**src/rtl/sync_fifo_pkg.sv**
```systemverilog
// Shared constants and helpers for the parameterised synchronous FIFO.
// Holds the address-width helper and the default almost-empty/almost-full margins.
package sync_fifo_pkg;

  // Default distance of the almost-full threshold below DEPTH
  localparam int AF_MARGIN_DEFAULT = 2;

  // Default almost-empty threshold (occupancy at or below this level)
  localparam int AE_MARGIN_DEFAULT = 2;

  // Number of address bits needed to index 'value' entries (ceil(log2(value)))
  function automatic int clog2(input int value);
    int result;
    result = 0;
    for (int i = 0; i < 31; i++) begin
      if ((1 << i) < value) begin
        result = i + 1;
      end
    end
    return result;
  endfunction

endpackage

```
**src/rtl/fifo_ram_2p.sv**
```systemverilog
// Storage array for sync_fifo_param: DEPTH x DATA_W, one synchronous write
// port and one synchronous registered read port on a single clock.
// The array itself is never reset; only the read-data register is.
module fifo_ram_2p
  import sync_fifo_pkg::*;
#(
  parameter int DATA_W = 8,
  parameter int DEPTH  = 8
) (
  input  logic                      clk,
  input  logic                      rst,
  input  logic                      wrEn_i,
  input  logic [clog2(DEPTH)-1:0]   wrAddr_i,
  input  logic [DATA_W-1:0]         wrData_i,
  input  logic                      rdEn_i,
  input  logic [clog2(DEPTH)-1:0]   rdAddr_i,
  output logic [DATA_W-1:0]         rdData_o
);

  logic [DATA_W-1:0] mem_q [DEPTH];
  logic [DATA_W-1:0] rdData_q;

  // Write port: store incoming data at the write address when enabled
  always_ff @(posedge clk) begin
    if (wrEn_i) begin
      mem_q[wrAddr_i] <= wrData_i;
    end
  end

  // Read port: capture the addressed entry on an enabled read, otherwise hold
  always_ff @(posedge clk) begin
    if (rst) begin
      rdData_q <= '0;
    end else if (rdEn_i) begin
      rdData_q <= mem_q[rdAddr_i];
    end
  end

  assign rdData_o = rdData_q;

endmodule

```
**src/rtl/sync_fifo_param.sv**
```systemverilog
// Parameterised single-clock FIFO with wrap-bit pointers, registered
// occupancy count, almost-full/almost-empty thresholds and 1-cycle read latency.
// Optional feature macro: FIFO_ERR_FLAGS_EN adds sticky overflow/underflow
// outputs that clear only on reset.
module sync_fifo_param
  import sync_fifo_pkg::*;
#(
  parameter int DATA_W   = 8,
  parameter int DEPTH    = 8,
  parameter int AF_LEVEL = DEPTH - AF_MARGIN_DEFAULT,
  parameter int AE_LEVEL = AE_MARGIN_DEFAULT
) (
  input  logic                    clk,
  input  logic                    rst,
  input  logic                    wr_en,
  input  logic [DATA_W-1:0]       wr_data,
  output logic                    full,
  output logic                    almost_full,
  input  logic                    rd_en,
  output logic [DATA_W-1:0]       rd_data,
  output logic                    rd_valid,
  output logic                    empty,
  output logic                    almost_empty,
`ifdef FIFO_ERR_FLAGS_EN
  output logic                    overflow,
  output logic                    underflow,
`endif
  output logic [clog2(DEPTH):0]   count
);

  localparam int AW = clog2(DEPTH);
  localparam int PW = AW + 1;

  logic [PW-1:0] wrPtr_q, wrPtr_d;
  logic [PW-1:0] rdPtr_q, rdPtr_d;
  logic [PW-1:0] count_q, count_d;
  logic          rdValid_q, rdValid_d;
  logic          wrAccept;
  logic          rdAccept;

  // Full when pointers differ only in the wrap bit, empty when identical
  assign empty = (wrPtr_q == rdPtr_q);
  assign full  = (wrPtr_q == {~rdPtr_q[AW], rdPtr_q[AW-1:0]});

  // Requests are only honoured when the FIFO can serve them; there is no bypass
  assign wrAccept = wr_en && !full;
  assign rdAccept = rd_en && !empty;

  // Next-state for pointers, occupancy and read-valid
  always_comb begin
    wrPtr_d   = wrPtr_q;
    rdPtr_d   = rdPtr_q;
    count_d   = count_q;
    rdValid_d = rdAccept;
    if (wrAccept) begin
      wrPtr_d = wrPtr_q + PW'(1);
    end
    if (rdAccept) begin
      rdPtr_d = rdPtr_q + PW'(1);
    end
    case ({wrAccept, rdAccept})
      2'b10:   count_d = count_q + PW'(1);
      2'b01:   count_d = count_q - PW'(1);
      default: count_d = count_q;
    endcase
  end

  // Pointer, count and read-valid registers; reset wins over any request
  always_ff @(posedge clk) begin
    if (rst) begin
      wrPtr_q   <= '0;
      rdPtr_q   <= '0;
      count_q   <= '0;
      rdValid_q <= 1'b0;
    end else begin
      wrPtr_q   <= wrPtr_d;
      rdPtr_q   <= rdPtr_d;
      count_q   <= count_d;
      rdValid_q <= rdValid_d;
    end
  end

  assign count        = count_q;
  assign rd_valid     = rdValid_q;
  assign almost_full  = (count_q >= PW'(AF_LEVEL));
  assign almost_empty = (count_q <= PW'(AE_LEVEL));

`ifdef FIFO_ERR_FLAGS_EN
  logic overflow_q, overflow_d;
  logic underflow_q, underflow_d;

  // Sticky error flags: set on a request the FIFO could not serve
  always_comb begin
    overflow_d  = overflow_q  | (wr_en & full);
    underflow_d = underflow_q | (rd_en & empty);
  end

  // Error flag registers, cleared only by reset
  always_ff @(posedge clk) begin
    if (rst) begin
      overflow_q  <= 1'b0;
      underflow_q <= 1'b0;
    end else begin
      overflow_q  <= overflow_d;
      underflow_q <= underflow_d;
    end
  end

  assign overflow  = overflow_q;
  assign underflow = underflow_q;
`endif

  fifo_ram_2p #(
    .DATA_W (DATA_W),
    .DEPTH  (DEPTH)
  ) u_ram (
    .clk      (clk),
    .rst      (rst),
    .wrEn_i   (wrAccept && !rst),
    .wrAddr_i (wrPtr_q[AW-1:0]),
    .wrData_i (wr_data),
    .rdEn_i   (rdAccept && !rst),
    .rdAddr_i (rdPtr_q[AW-1:0]),
    .rdData_o (rd_data)
  );

endmodule

```
**config.mk**
```make
export PLATFORM = sky130hd
export DESIGN_NAME = sync_fifo_param
export DESIGN_NICKNAME = d
export VERILOG_FILES = /design/src/rtl/sync_fifo_pkg.sv /design/src/rtl/fifo_ram_2p.sv /design/src/rtl/sync_fifo_param.sv
export SDC_FILE = /design/constraint.sdc
export NUM_CORES = 1
export LEC_CHECK = 0
export BUFFER_PORTS_ARGS = -buffer_cell sky130_fd_sc_hd__buf_2
export CORE_UTILIZATION = 25
export DETAILED_ROUTE_END_ITERATION = 7
export PLACE_DENSITY = 0.45
export SLEW_MARGIN = 20
export SYNTH_ARGS = -nofsm -noshare
export SYNTH_HDL_FRONTEND = slang
export SYNTH_SLANG_ARGS = --single-unit
```
**constraint.sdc**
```tcl
create_clock -name clk -period 3.9 [get_ports clk]
set_clock_uncertainty 0.05 [all_clocks]
set_input_delay 0.975 -clock clk [delete_from_list [all_inputs] [get_ports clk]]
set_output_delay 0.975 -clock clk [all_outputs]
set_load 0.005 [all_outputs]
```
Word-level counts from Yosys, hierarchy flattened

Memory sizes are Yosys's and may differ from the RTL's. A register that Yosys moved wholly into a read port is not among the register bits.
Index checks and enable logic that the tools add are counted.

Add/sub/neg operators: 4
Order comparisons: 2
Equal/unequal tests: 4
Mux-type cells: 3
Bitwise operators: 1
Reductions and logical operators: 8

Operator list:

| kind                                                            | number |
|---|---|
| adder 4 x 1 -> 4 bit (second input constant)                    | 3 |
| == test 4 bit                                                   | 2 |
| case mux 4 bit (2 select lines)                                 | 1 |
| >= comparator 4 x 3 -> 1 bit (second input constant)            | 1 |
| less-or-equal comparator 4 x 2 -> 1 bit (second input constant) | 1 |
| logical AND 1 bit                                               | 4 |
| subtractor 4 x 1 -> 4 bit (second input constant)               | 1 |
| zero test 1 bit                                                 | 3 |
| == test 2 x 1 -> 1 bit (second input constant)                  | 1 |
| == test 2 bit (second input constant)                           | 1 |
| 2-to-1 mux 1 bit                                                | 2 |
| nonzero test 2 bit                                              | 1 |
| inverter 1 bit                                                  | 1 |

Register bits after elaboration: 13
RAM bits: 64
Output and inout port bits: 17
Logic and storage cells: 27
Memories: 1

Memory list:

| memory      | words | width | rd ports | clocked after Yosys merged registers in | wr ports | RTL line          | text |
|---|---|---|---|---|---|---|---|
| u_ram.mem_q | 8     | 8     | 1        | 1                                       | 1        | fifo_ram_2p.sv:20 | `logic [DATA_W-1:0] mem_q [DEPTH];` |

Logic depth before layout (Yosys ltp)

Gate-level depths: netlist of the first run.

Depth after elaboration: 7
Mapped depth: 11

Modules after synthesis

Synthesis of the first run repeated with hierarchy kept, for this count alone.

Cell total of the unflattened synthesis: 246
Area total of the unflattened synthesis: 3562.2 µm²

Modules (own cells, without submodules):

| module          | instances | cells each | area an instance (µm²) |
|---|---|---|---|
| fifo_ram_2p     | 1         | 162        | 2812.7 |
| sync_fifo_param | 1         | 84         | 749.5 |

Worst setup path before layout of the first run

OpenSTA, ideal clock, no wires.

Path type: reg2reg
From: reg rdPtr_q[1]
To: reg count_q[3], in the netlist count[3]
Data arrival time: 2579 ps
Path slack: 1201 ps
Stages on the path, launching flop included: 11
Path buffers: 1
Period minus slack after synthesis: 2699 ps
Path through: dfxtp_1 -> buf_6 -> xor2_4 -> o41ai_4 -> inv_1 -> ha_1 -> ha_1 -> a21oi_1 -> a21oi_1 -> or4_1 -> a21oi_1

Cells in the longest elaborated chain, start to end: 5
Elaborated cells on any way between the ends: 10

RTL lines:

| item                                                                  | RTL line              | text |
|---|---|---|
| start, declared                                                       | sync_fifo_param.sv:35 | `logic [PW-1:0] rdPtr_q, rdPtr_d;` |
| start signal, assigned                                                | sync_fifo_param.sv:77 | `rdPtr_q <= rdPtr_d;` |
| == test 4 bit (*)                                                     | sync_fifo_param.sv:42 | `assign empty = (wrPtr_q == rdPtr_q);` |
| zero test 1 bit (*)                                                   | sync_fifo_param.sv:47 | `assign rdAccept = rd_en && !empty;` |
| logical AND 1 bit (*)                                                 | sync_fifo_param.sv:47 |  |
| named net rdAccept                                                    | sync_fifo_param.sv:39 | `logic rdAccept;` |
| == test 2 x 1 -> 1 bit or == test 2 bit (tied branches)               | sync_fifo_param.sv:61 | `case ({wrAccept, rdAccept})` |
| case mux 4 bit (2 select lines) or nonzero test 2 bit (tied branches) | --                    |  |
| end signal, assigned                                                  | sync_fifo_param.sv:78 | `count_q <= count_d;` |
| end, declared                                                         | sync_fifo_param.sv:36 | `logic [PW-1:0] count_q, count_d;` |

Mark *: on every way through the listed nets, which the timed path passes. The rest lies on a longest branch.
A chain may end at the register's enable or synchronous reset.

Worst setup path after layout of the first run

From: reg wrPtr_q[1]
To: reg count_q[3], in the netlist count[3]

Cells in the longest elaborated chain, start to end: 5
Elaborated cells on any way between the ends: 10

RTL lines:

| item                                                                  | RTL line                                     | text |
|---|---|---|
| start, declared                                                       | sync_fifo_param.sv:34                        | `logic [PW-1:0] wrPtr_q, wrPtr_d;` |
| start signal, assigned                                                | sync_fifo_param.sv:76                        | `wrPtr_q <= wrPtr_d;` |
| == test 4 bit, on equally long branches                               | sync_fifo_param.sv:42, sync_fifo_param.sv:43 |  |
| zero test 1 bit, on equally long branches                             | sync_fifo_param.sv:47, sync_fifo_param.sv:46 |  |
| logical AND 1 bit, on equally long branches                           | sync_fifo_param.sv:47, sync_fifo_param.sv:46 |  |
| == test 2 x 1 -> 1 bit or == test 2 bit (tied branches)               | sync_fifo_param.sv:61                        |  |
| case mux 4 bit (2 select lines) or nonzero test 2 bit (tied branches) | --                                           |  |

Parallel ways exist; a longest one is shown, timed or not.

==> results of run 1 <==
-- kinds of logic after synthesis --
kind of cell,synth area share
AOI/OAI and AO/OA,0.0613
xor gates and xnor gates,0.0299
adders and majority gates,0.0235
buffers and inverters,0.0278
DFF,0.667
muxes,0.139
and+or+nand+nor,0.0517
-- report_power, final --
part           total (mW)  switching (mW)  internal, mW
combinational       0.309           0.168         0.141
clock               0.767           0.336         0.431
sequential           1.05          0.0346          1.02
total                2.13           0.539          1.59
-- Yosys cell counts --
library cell	instances	share of area
o31ai_1	2	0.0043
xor2_2	1	0.0046
nor2_1	15	0.016
inv_1	7	0.0075
o2bb2ai_1	8	0.020
mux4_1	7	0.052
nor2b_1	1	0.0018
o21ai_0	4	0.0057
nand3_1	3	0.0043
or3_1	3	0.0053
or4_1	1	0.0021
nor4_1	2	0.0036
nand2_1	1	0.0011
nor3_1	2	0.0029
xnor2_1	1	0.0025
buf_6	3	0.0096
or2_2	3	0.0053
a21oi_1	8	0.011
edfxtp_1	64	0.55
and2b_1	1	0.0021
mux2i_1	10	0.029
buf_4	1	0.0021
xor2_1	6	0.015
a21o_1	1	0.0021
clkbuf_1	4	0.0043
and3_1	1	0.0018
mux4_2	9	0.058
ha_1	5	0.018
nand2b_1	3	0.0053
o41ai_4	2	0.016
xor2_4	1	0.0078
fa_1	1	0.0057
buf_2	3	0.0043
dfxtp_1	21	0.12
a211oi_1	1	0.0021
-- routing by layer --
| metal | part of all wire | vias up | global-route usage |
|---|---|---|---|
| met1 | 0.48 | 910 | 0.147 |
| met4 | 0.023 | 0 | 0.0579 |
| met3 | 0.048 | 12 | 0.0245 |
| li1 | - | 881 | - |
| met5 | 0 | - | 0 |
| met2 | 0.45 | 33 | 0.151 |
-- cell type report --
type                    count  area, um^2  share of cell area
clock inverters             4        27.5             0.00663
flip-flops and latches     85        2340               0.564
repair buffers             40         230              0.0554
multi-input cells         103        1070               0.258
inverters                   7        26.3             0.00633
clock buffers              12         236              0.0569
well taps                 176         220              0.0530
-- per-stage QoR --
stage / instances / setup WS (ps)
after detailed placement: 411 / 963
after global routing: 427 / 753
after floorplan: 206 / 1200
after CTS: 427 / 952
after global placement: 411 / 1070
final: 427 / 946
-- state kept, by name, summed over array words and instances (netlist names) --
| signal | cells |
|---|---|
| rdPtr_q | 4 |
| u_ram.mem_q | 64 |
| count | 4 |
| u_ram.rdData_o | 8 |
| rd_valid | 1 |
| wrPtr_q | 4 |
-- cell usage in the layout (no fill, tap or decap), types with 4 or more instances in the layout --
cell type and n:
ha_1 5, mux4_1 7, buf_4 12, xor2_1 6
clkbuf_16 9, dfxtp_1 21, o21ai_0 4, buf_2 28
inv_1 7, mux4_2 9, edfxtp_1 64, o2bb2ai_1 8
nor2_1 15, a21oi_1 8, mux2i_1 10
-- worst register-to-register path, stage by stage (launching register included) --
cell     delay, ps
dfxtp_1        570
xor2_4         170
o41ai_4        600
ha_1           290
ha_1           280
a21oi_1        190
a21oi_1        110
or4_1          480
a21oi_1        140
-- how the worst min path moves through the flow --
stage	endpoint	slack [ps]
floorplan	u_ram.rdData_o[0]$_SDFFE_PP0P_	410
global placement	u_ram.rdData_o[4]$_SDFFE_PP0P_	400
detailed placement	u_ram.rdData_o[0]$_SDFFE_PP0P_	400
CTS	u_ram.rdData_o[2]$_SDFFE_PP0P_	420
global route	u_ram.rdData_o[6]$_SDFFE_PP0P_	430
finish	u_ram.rdData_o[4]$_SDFFE_PP0P_	410
==> summary.txt, run 1 <==
STA
  – Final-report max-slew violation count: 0
  – Final Hold Vio Count: 0
  – Max-slew headroom: 0.605
  – Final setup viols: 0
  – Setup TNS Final: 0 ps
  – RSZ-0062 raised after global routing: no
  – Post-layout min period: 2950 ps
  – Min Hold Slack: 413 ps
  – Period utilisation layout: 0.757
  – Fmax: 339 MHz
  – Pin slew with the least headroom to its limit: 590 ps

Yosys
  – Gate Count Post-Synth: 206
  – Unique masters post-synth: 35
  – Synthesized area: 0.00351 mm^2
  – Yosys reg bits: 85
  – Syn avg cell area: 17.0 um^2
  – Yosys warning count: 0
  – Post-Syn Nets: 224
  – Seq/Total Area, Yosys: 0.667

Final layout
  – Share of layout cells above drive strength 1: 0.275
  – Layout fillers: 1,360
  – Nets: 264
  – Fin area: 0.00415 mm^2
  – Ant. Diodes: 0
  – Fin util: 0.309
  – Area added between synthesis and finish: 18.3%

Drt
  – Wirelength per Cell: 16.4 um
  – DRC: 0
  – Routed WL: 6990 um
  – 1st-pass router iterations: 4
  – Initial DRC Count: 104
  – Vias/cell: 4.30
  – Routed Antenna Nets: 0
  – Vias: 1,836

Placed design
  – Detailed Place HPWL: 4340 um
  – GPL Wtd Cong: 0.728
  – Dpl cell area: 0.00389 mm^2
  – Port Buffers: 28

Clocking
  – Clk pin slew, worst setup/hold paths: 60 ps
  – CTS Buffer Depth: 2
  – TritonCTS clock tree: done
  – Clk sinks: 85
  – CTS Root Cell: clkbuf_16
  – Hold buffer count at CTS: 0
  – H-tree depth: 3
  – Post-CTS Repair Setup Buffers: 0
  – TritonCTS buffer count: 9
  – Clock Latency Late Sink: 340 ps
  – PostCTS Resize Cnt: 0

Run
  – Max Cap Viol: 0

Setup path
  – R2R depth: 8
  – R2R Path End: count[3]$_SDFFE_PP0P_
  – Crit path top cell by count: a21oi_1
  – CP Capture Type: flip-flop
  – Crit path depth: 8
  – Top delay family on crit path: compound AO/OA/AOI/OAI gates
  – Worst Path Buf+Inv: 0
  – Reg-to-reg slack, setup: 950 ps
  – CP max stage delay: 600 ps
  – Critical-path cell list: xor2_4 -> o41ai_4 -> ha_1 -> ha_1 -> a21oi_1 -> a21oi_1 -> or4_1 -> a21oi_1
  – Crit path launch type: flip-flop
  – WS Path Type: reg2reg
  – Worst reg2reg startpoint: wrPtr_q[1]$_SDFFE_PP0P_
  – Worst setup path endpoint: count[3]$_SDFFE_PP0P_
  – Crit path required time: 4120 ps
  – Crit. Startpoint: wrPtr_q[1]$_SDFFE_PP0P_
  – Critical Path Fanout Max: 9
  – Crit-path slowest cell: o41ai_4
  – Crit path arrival time: 3180 ps

Power and ir drop
  – Final Total Pwr: 2.13 mW
  – Leak: 1.44 nW
  – Power density cells: 512 mW/mm^2
  – IR drop worst, VDD: 0.000258 V

Status
  – Outcome: finished clean

GRT
  – First-pass GRT wire length: 10,800 um
  – Vias in the first global route: 1,787
  – Total gr overflow: 0
  – Total track usage: 0.106
  – Pin count of the biggest net entering global routing: 20
  – Initial antenna violation count: 0

Die
  – Die Ht: 121 um
  – Initial Util: 0.261
  – Core box area: 0.0135 mm^2
  – Die Wd: 121 um
  – Full die area: 0.0145 mm^2
  – I/O pin cnt: 29
  – Num rows: 42

Min path
  – Hold path start: u_ram.rdData_o[4]$_SDFFE_PP0P_
  – Hold depth: 1
  – Hold Path Class: reg2reg
No activity file was read; power rests on OpenSTA's default activity.
==> run 2, diff against run 1 <==
==> constraint.sdc (replaced) <==
create_clock -name clk -period 2.97 [get_ports clk]
set_clock_uncertainty 0.05 [all_clocks]
set_input_delay 0.7425 -clock clk [delete_from_list [all_inputs] [get_ports clk]]
set_output_delay 0.7425 -clock clk [all_outputs]
set_load 0.005 [all_outputs]
==> run 2 against run 1 <==
Clock-buffer cell count decreased by 2. Wire length rose by 3.5%. Sequential power rose by 31%. Total power rose by 37%. Utilization increased by 0.49 points. Clock power grew 46%. Critical path depth up 1. Fmax rose by 8.6%. Register-to-register slack worse by 700 ps. First-iteration DRC count is 27% lower. Cell area is 1.6% higher. Non-clock buffer count grew 4. Critical path type unchanged. Largest power group unchanged.
==> summary.txt, run 2 (synthesis results as in run 1) <==
Clocking
  – Post-CTS Repair Setup Buffers: 0
  – CTS Root Cell: clkbuf_16
  – TritonCTS buffer count: 9
  – TritonCTS clock tree: done
  – Clk pin slew, worst setup/hold paths: 60 ps
  – H-tree depth: 3
  – Hold buffer count at CTS: 0
  – Clk sinks: 85
  – PostCTS Resize Cnt: 0
  – Clock Latency Late Sink: 340 ps
  – CTS Buffer Depth: 2

GRT
  – Pin count of the biggest net entering global routing: 20
  – First-pass GRT wire length: 11,200 um
  – Total track usage: 0.109
  – Initial antenna violation count: 0
  – Vias in the first global route: 1,906
  – Total gr overflow: 0

Final layout
  – Most flops, register: u_ram.mem_q
  – Most frequent cells in the layout: edfxtp_1, buf_2, dfxtp_1, buf_4, nor2_1
  – Ant. Diodes: 0
  – Share of layout cells above drive strength 1: 0.294
  – Non-Filler Instances: 431
  – Commonest non-fill, non-tap cell in the layout: edfxtp_1
  – Layout fillers: 1,353
  – Fin util: 0.314
  – Nets: 268
  – Area added between synthesis and finish: 20.2%
  – Max reg flops: 64

Placed design
  – Port Buffers: 28
  – Cells after DPL: 415
  – GPL Wtd Cong: 0.723
  – Detailed Place HPWL: 4660 um

Setup path
  – Top delay family on crit path: compound AO/OA/AOI/OAI gates
  – WS Path Type: reg2reg
  – CP max stage delay: 560 ps
  – Crit path arrival time: 2940 ps
  – R2R depth: 9
  – Crit path required time: 3190 ps
  – R2R Path End: count[3]$_SDFFE_PP0P_
  – Crit-path slowest cell: dfxtp_1
  – Critical-path cell list: xor2_4 -> o41ai_4 -> inv_1 -> ha_1 -> ha_1 -> a21oi_1 -> a21oi_1 -> or4_1 -> a21oi_1
  – Crit path top cell by count: a21oi_1
  – Worst reg2reg startpoint: wrPtr_q[1]$_SDFFE_PP0P_
  – Worst Path Buf+Inv: 1
  – Critical Path Fanout Max: 9
  – CP Capture Type: flip-flop
  – Reg-to-reg slack, setup: 250 ps
  – Crit path launch type: flip-flop

Drt
  – Routed WL: 7230 um
  – Routed Antenna Nets: 0
  – Wirelength per Cell: 16.8 um
  – DRC: 0
  – Vias: 1,892
  – 1st-pass router iterations: 4
  – Vias/cell: 4.39
  – Initial DRC Count: 76

Min path
  – WHS Endpoint: u_ram.rdData_o[6]$_SDFFE_PP0P_
  – Hold depth: 1
  – Hold path start: u_ram.rdData_o[6]$_SDFFE_PP0P_
  – Hold Path Class: reg2reg

Power and ir drop
  – Final Total Pwr: 2.91 mW
  – IR drop worst, VDD: 0.000272 V
  – Power density cells: 689 mW/mm^2
  – Leak: 1.48 nW

STA
  – Final-report max-slew violation count: 0
  – Min Hold Slack: 416 ps
  – Max-slew headroom: 0.647
  – Setup TNS Final: 0 ps
  – RSZ-0062 raised after global routing: no
  – Pin slew with the least headroom to its limit: 528 ps
  – Final setup viols: 0
  – Period utilisation layout: 0.916
  – Fmax: 368 MHz
  – Post-layout min period: 2720 ps
  – Final Hold Vio Count: 0

Die
  – Die Wd: 121 um
  – Die Ht: 121 um
  – Full die area: 0.0145 mm^2
  – Core box area: 0.0135 mm^2
  – Num rows: 42
  – Initial Util: 0.261
  – I/O pin cnt: 29

Status
  – Outcome: finished clean

Run
  – Max Cap Viol: 0
-- run 2: power breakdown --
part / switching [mW] / total, mW / internal [mW] / leakage (nW)
clock network: 0.462 / 1.12 / 0.657 / 0.139
logic: 0.218 / 0.405 / 0.187 / 0.593
registers: 0.0503 / 1.38 / 1.33 / 0.750
-- run 2: per-layer routing --
metal | routed length [um] | vias to the layer above | track usage
met5 | 0 | - | 0
met1 | 3590 | 960 | 0.144
met2 | 3270 | 29 | 0.166
met4 | 107 | 0 | 0.0394
li1 | - | 893 | -
met3 | 260 | 10 | 0.0368
-- run 2: layout make-up --
class | instances | area (um^2) | share of cell area
well taps | 176 | 220 | 0.0522
multi-input cells | 103 | 1070 | 0.254
clock buffers | 10 | 229 | 0.0543
flip-flops and latches | 85 | 2340 | 0.555
clock inverters | 6 | 71.3 | 0.0169
inverters | 7 | 26.3 | 0.00623
repair buffers | 44 | 260 | 0.0617
-- run 2: how the worst max path moves through the flow --
| stage | cells past startpoint | end | from |
|---|---|---|---|
| finish | 9 | count[3]$_SDFFE_PP0P_ | wrPtr_q[1]$_SDFFE_PP0P_ |
| global route | 9 | count[3]$_SDFFE_PP0P_ | wrPtr_q[1]$_SDFFE_PP0P_ |
| CTS | 9 | count[3]$_SDFFE_PP0P_ | wrPtr_q[1]$_SDFFE_PP0P_ |
| detailed placement | 9 | count[3]$_SDFFE_PP0P_ | wrPtr_q[1]$_SDFFE_PP0P_ |
| global placement | 9 | count[3]$_SDFFE_PP0P_ | wrPtr_q[1]$_SDFFE_PP0P_ |
| floorplan | 10 | count[3]$_SDFFE_PP0P_ | rdPtr_q[1]$_SDFFE_PP0P_ |
-- run 2: stage by stage --
stage                     instance area [um^2]  setup slack (ps)
after CTS                                 4220               247
after global routing                      4220              68.1
after global placement                    3920               332
after detailed placement                  3920               260
after floorplan                           3510               271
final                                     4220               250
==> run 3, diff against run 2 <==
--- a/config.mk
+++ b/config.mk
@@ -9,6 +9,8 @@
 export CORE_UTILIZATION = 25
 export DETAILED_ROUTE_END_ITERATION = 7
 export PLACE_DENSITY = 0.45
+export REMOVE_ABC_BUFFERS = 1
+export SETUP_SLACK_MARGIN = 0.1
 export SLEW_MARGIN = 20
 export SYNTH_ARGS = -nofsm -noshare
 export SYNTH_HDL_FRONTEND = slang
==> constraint.sdc (replaced) <==
create_clock -name clk -period 2.97 [get_ports clk]
set_clock_uncertainty 0.05 [all_clocks]
set_input_delay 0.594 -clock clk [delete_from_list [all_inputs] [get_ports clk]]
set_output_delay 0.594 -clock clk [all_outputs]
set_load 0.005 [all_outputs]
==> run 3 against run 2 <==
Setup slack better by 140 ps. Register-to-register slack better by 140 ps. Die area did not move. Non-clock buffer count down 5. Critical path depth stayed put. Wire length down 5.2%. Utilization decreased by 0.074 points. Largest power group unchanged. Highest routed layer unchanged.
==> summary.txt, run 3 (synthesis results as in run 1) <==
Status
  – Outcome: finished clean

Min path
  – Hold Path Class: reg2reg
  – Hold path start: u_ram.rdData_o[7]$_SDFFE_PP0P_

Setup path
  – Crit path depth: 9
  – Worst reg2reg startpoint: rdPtr_q[3]$_SDFFE_PP0P_
  – Top delay family on crit path: compound AO/OA/AOI/OAI gates
  – Crit-path slowest cell: or4_1
  – Crit path required time: 3190 ps
  – Critical Path Fanout Max: 4
  – CP max stage delay: 460 ps
  – CP Capture Type: flip-flop
  – R2R Path End: count[3]$_SDFFE_PP0P_
  – Crit path launch type: flip-flop
  – Crit path arrival time: 2800 ps
  – Worst Path Buf+Inv: 1
  – Crit. Startpoint: rdPtr_q[3]$_SDFFE_PP0P_
  – Reg-to-reg slack, setup: 390 ps
  – R2R depth: 9
  – WS Path Type: reg2reg
  – Crit path top cell by count: a21oi_1
  – Worst setup path endpoint: count[3]$_SDFFE_PP0P_
  – Critical-path cell list: xor2_1 -> o41ai_4 -> inv_1 -> ha_1 -> ha_1 -> a21oi_1 -> a21oi_1 -> or4_1 -> a21oi_1

Final layout
  – Area added between synthesis and finish: 19.9%
  – Commonest non-fill, non-tap cell in the layout: edfxtp_1
  – Non-Filler Instances: 426
  – Share of layout cells above drive strength 1: 0.288
  – Max reg flops: 64
  – Fin util: 0.313
  – Nets: 263
  – Ant. Diodes: 0
  – Most flops, register: u_ram.mem_q
  – Most frequent cells in the layout: edfxtp_1, buf_2, dfxtp_1, nor2_1, buf_4

GRT
  – Total gr overflow: 0
  – M2 GR Usage: 0.168
  – Pin count of the biggest net entering global routing: 20
  – Initial antenna violation count: 0
  – First-pass GRT wire length: 10,800 um
  – Grt met1 use: 0.131
  – Grt peak-use layer: met2
  – GRT met3 Usage: 0.0368
  – Vias in the first global route: 1,899
  – Total track usage: 0.105

Clocking
  – H-tree depth: 3
  – Clock Latency Late Sink: 330 ps
  – CTS Buffer Depth: 2
  – Clk pin slew, worst setup/hold paths: 60 ps
  – Post-CTS Repair Setup Buffers: 0
  – TritonCTS buffer count: 9
  – Clk sinks: 85
  – CTS Root Cell: clkbuf_16
  – TritonCTS clock tree: done

STA
  – Final Hold Vio Count: 0
  – Min Hold Slack: 407 ps
  – RSZ-0062 raised after global routing: no
  – Final setup viols: 0
  – Period utilisation layout: 0.868
  – Pin slew with the least headroom to its limit: 912 ps
  – Final setup margin: 391 ps
  – Final-report max-slew violation count: 0
  – Setup TNS Final: 0 ps
  – Fmax: 388 MHz
  – Post-layout min period: 2580 ps
  – Max-slew headroom: 0.390

Power and ir drop
  – Leak: 1.48 nW
  – Power density cells: 707 mW/mm^2
  – IR drop worst, VDD: 0.000238 V

Drt
  – Routed WL: 6860 um
  – Vias/cell: 4.33
  – DRC: 0
  – Routed Antenna Nets: 0
  – Initial DRC Count: 101
  – Vias: 1,846
  – Wirelength per Cell: 16.1 um
  – 1st-pass router iterations: 4

Die
  – Core box area: 0.0135 mm^2
  – Num rows: 42
  – Die Wd: 121 um
  – I/O pin cnt: 29
  – Initial Util: 0.261
  – Full die area: 0.0145 mm^2
  – Die Ht: 121 um

Run
  – Max Cap Viol: 0

Placed design
  – GPL Wtd Cong: 0.702
  – Detailed Place HPWL: 4410 um
  – Pre-CTS setup slack: 269 ps
  – Cells after DPL: 410
  – Port Buffers: 28
==> run 3: cell types whose count changed in the layout (fill, tap and decap cells not counted), sizes merged <==
cell      delta
buf          -5
bufinv       +1
clkinv       +2
clkinvlp     -2
inv          -1
==> run 3: stage by stage <==
stage | power [mW] | cell area [um^2]
finish | 2.97 | 4210
global route | 3.11 | 4210
CTS | 3.03 | 4210
detailed placement | 1.82 | 3880
global placement | 1.82 | 3880
floorplan | 1.66 | 3440
==> run 3: worst min path at each step <==
stage / endpoint / depth (start not counted) / slack [ps]
finish: u_ram.rdData_o[7]$_SDFFE_PP0P_ / 1 / 410
global route: u_ram.rdData_o[4]$_SDFFE_PP0P_ / 1 / 430
CTS: u_ram.rdData_o[4]$_SDFFE_PP0P_ / 1 / 410
detailed placement: u_ram.rdData_o[4]$_SDFFE_PP0P_ / 1 / 390
global placement: u_ram.rdData_o[7]$_SDFFE_PP0P_ / 1 / 390
floorplan: u_ram.rdData_o[0]$_SDFFE_PP0P_ / 1 / 410
==> run 3: where the power goes <==
part           internal (mW)  total (mW)  switching, mW
logic                  0.187       0.398          0.211
registers               1.33        1.39         0.0540
clock network          0.757        1.19          0.431
==> run 3: worst register-to-register path, cell delays in order (launching register included) <==
cell and delay [ps]:
dfxtp_1 360, xor2_1 220, o41ai_4 380, inv_1 70, ha_1 220, ha_1 320, a21oi_1 180, a21oi_1 100
or4_1 460, a21oi_1 150
==> run 3: layer usage <==
metal  part of all wire  wire (um)  up-vias
li1                   -          -      880
met1               0.46       3120      929
met2               0.49       3380       26
met3              0.033        227       11
met4              0.020        134        0
met5                  0          0        -
==> run 3: final cells by class <==
cell class / count / area (um^2)
sequential: 85 / 2340
fill: 1364 / 9240
clock inverter: 6 / 86.3
inverter: 7 / 26.3
multi-input combinational: 103 / 1070
timing repair buffer: 39 / 223
clock buffer: 10 / 239
tap: 176 / 220
==> run 3: repair_timing <==
item | in CTS | in global routing
hold buffers | 0 | 0
resized for setup | 0 | 2
setup endpoints to repair | 0 | 1
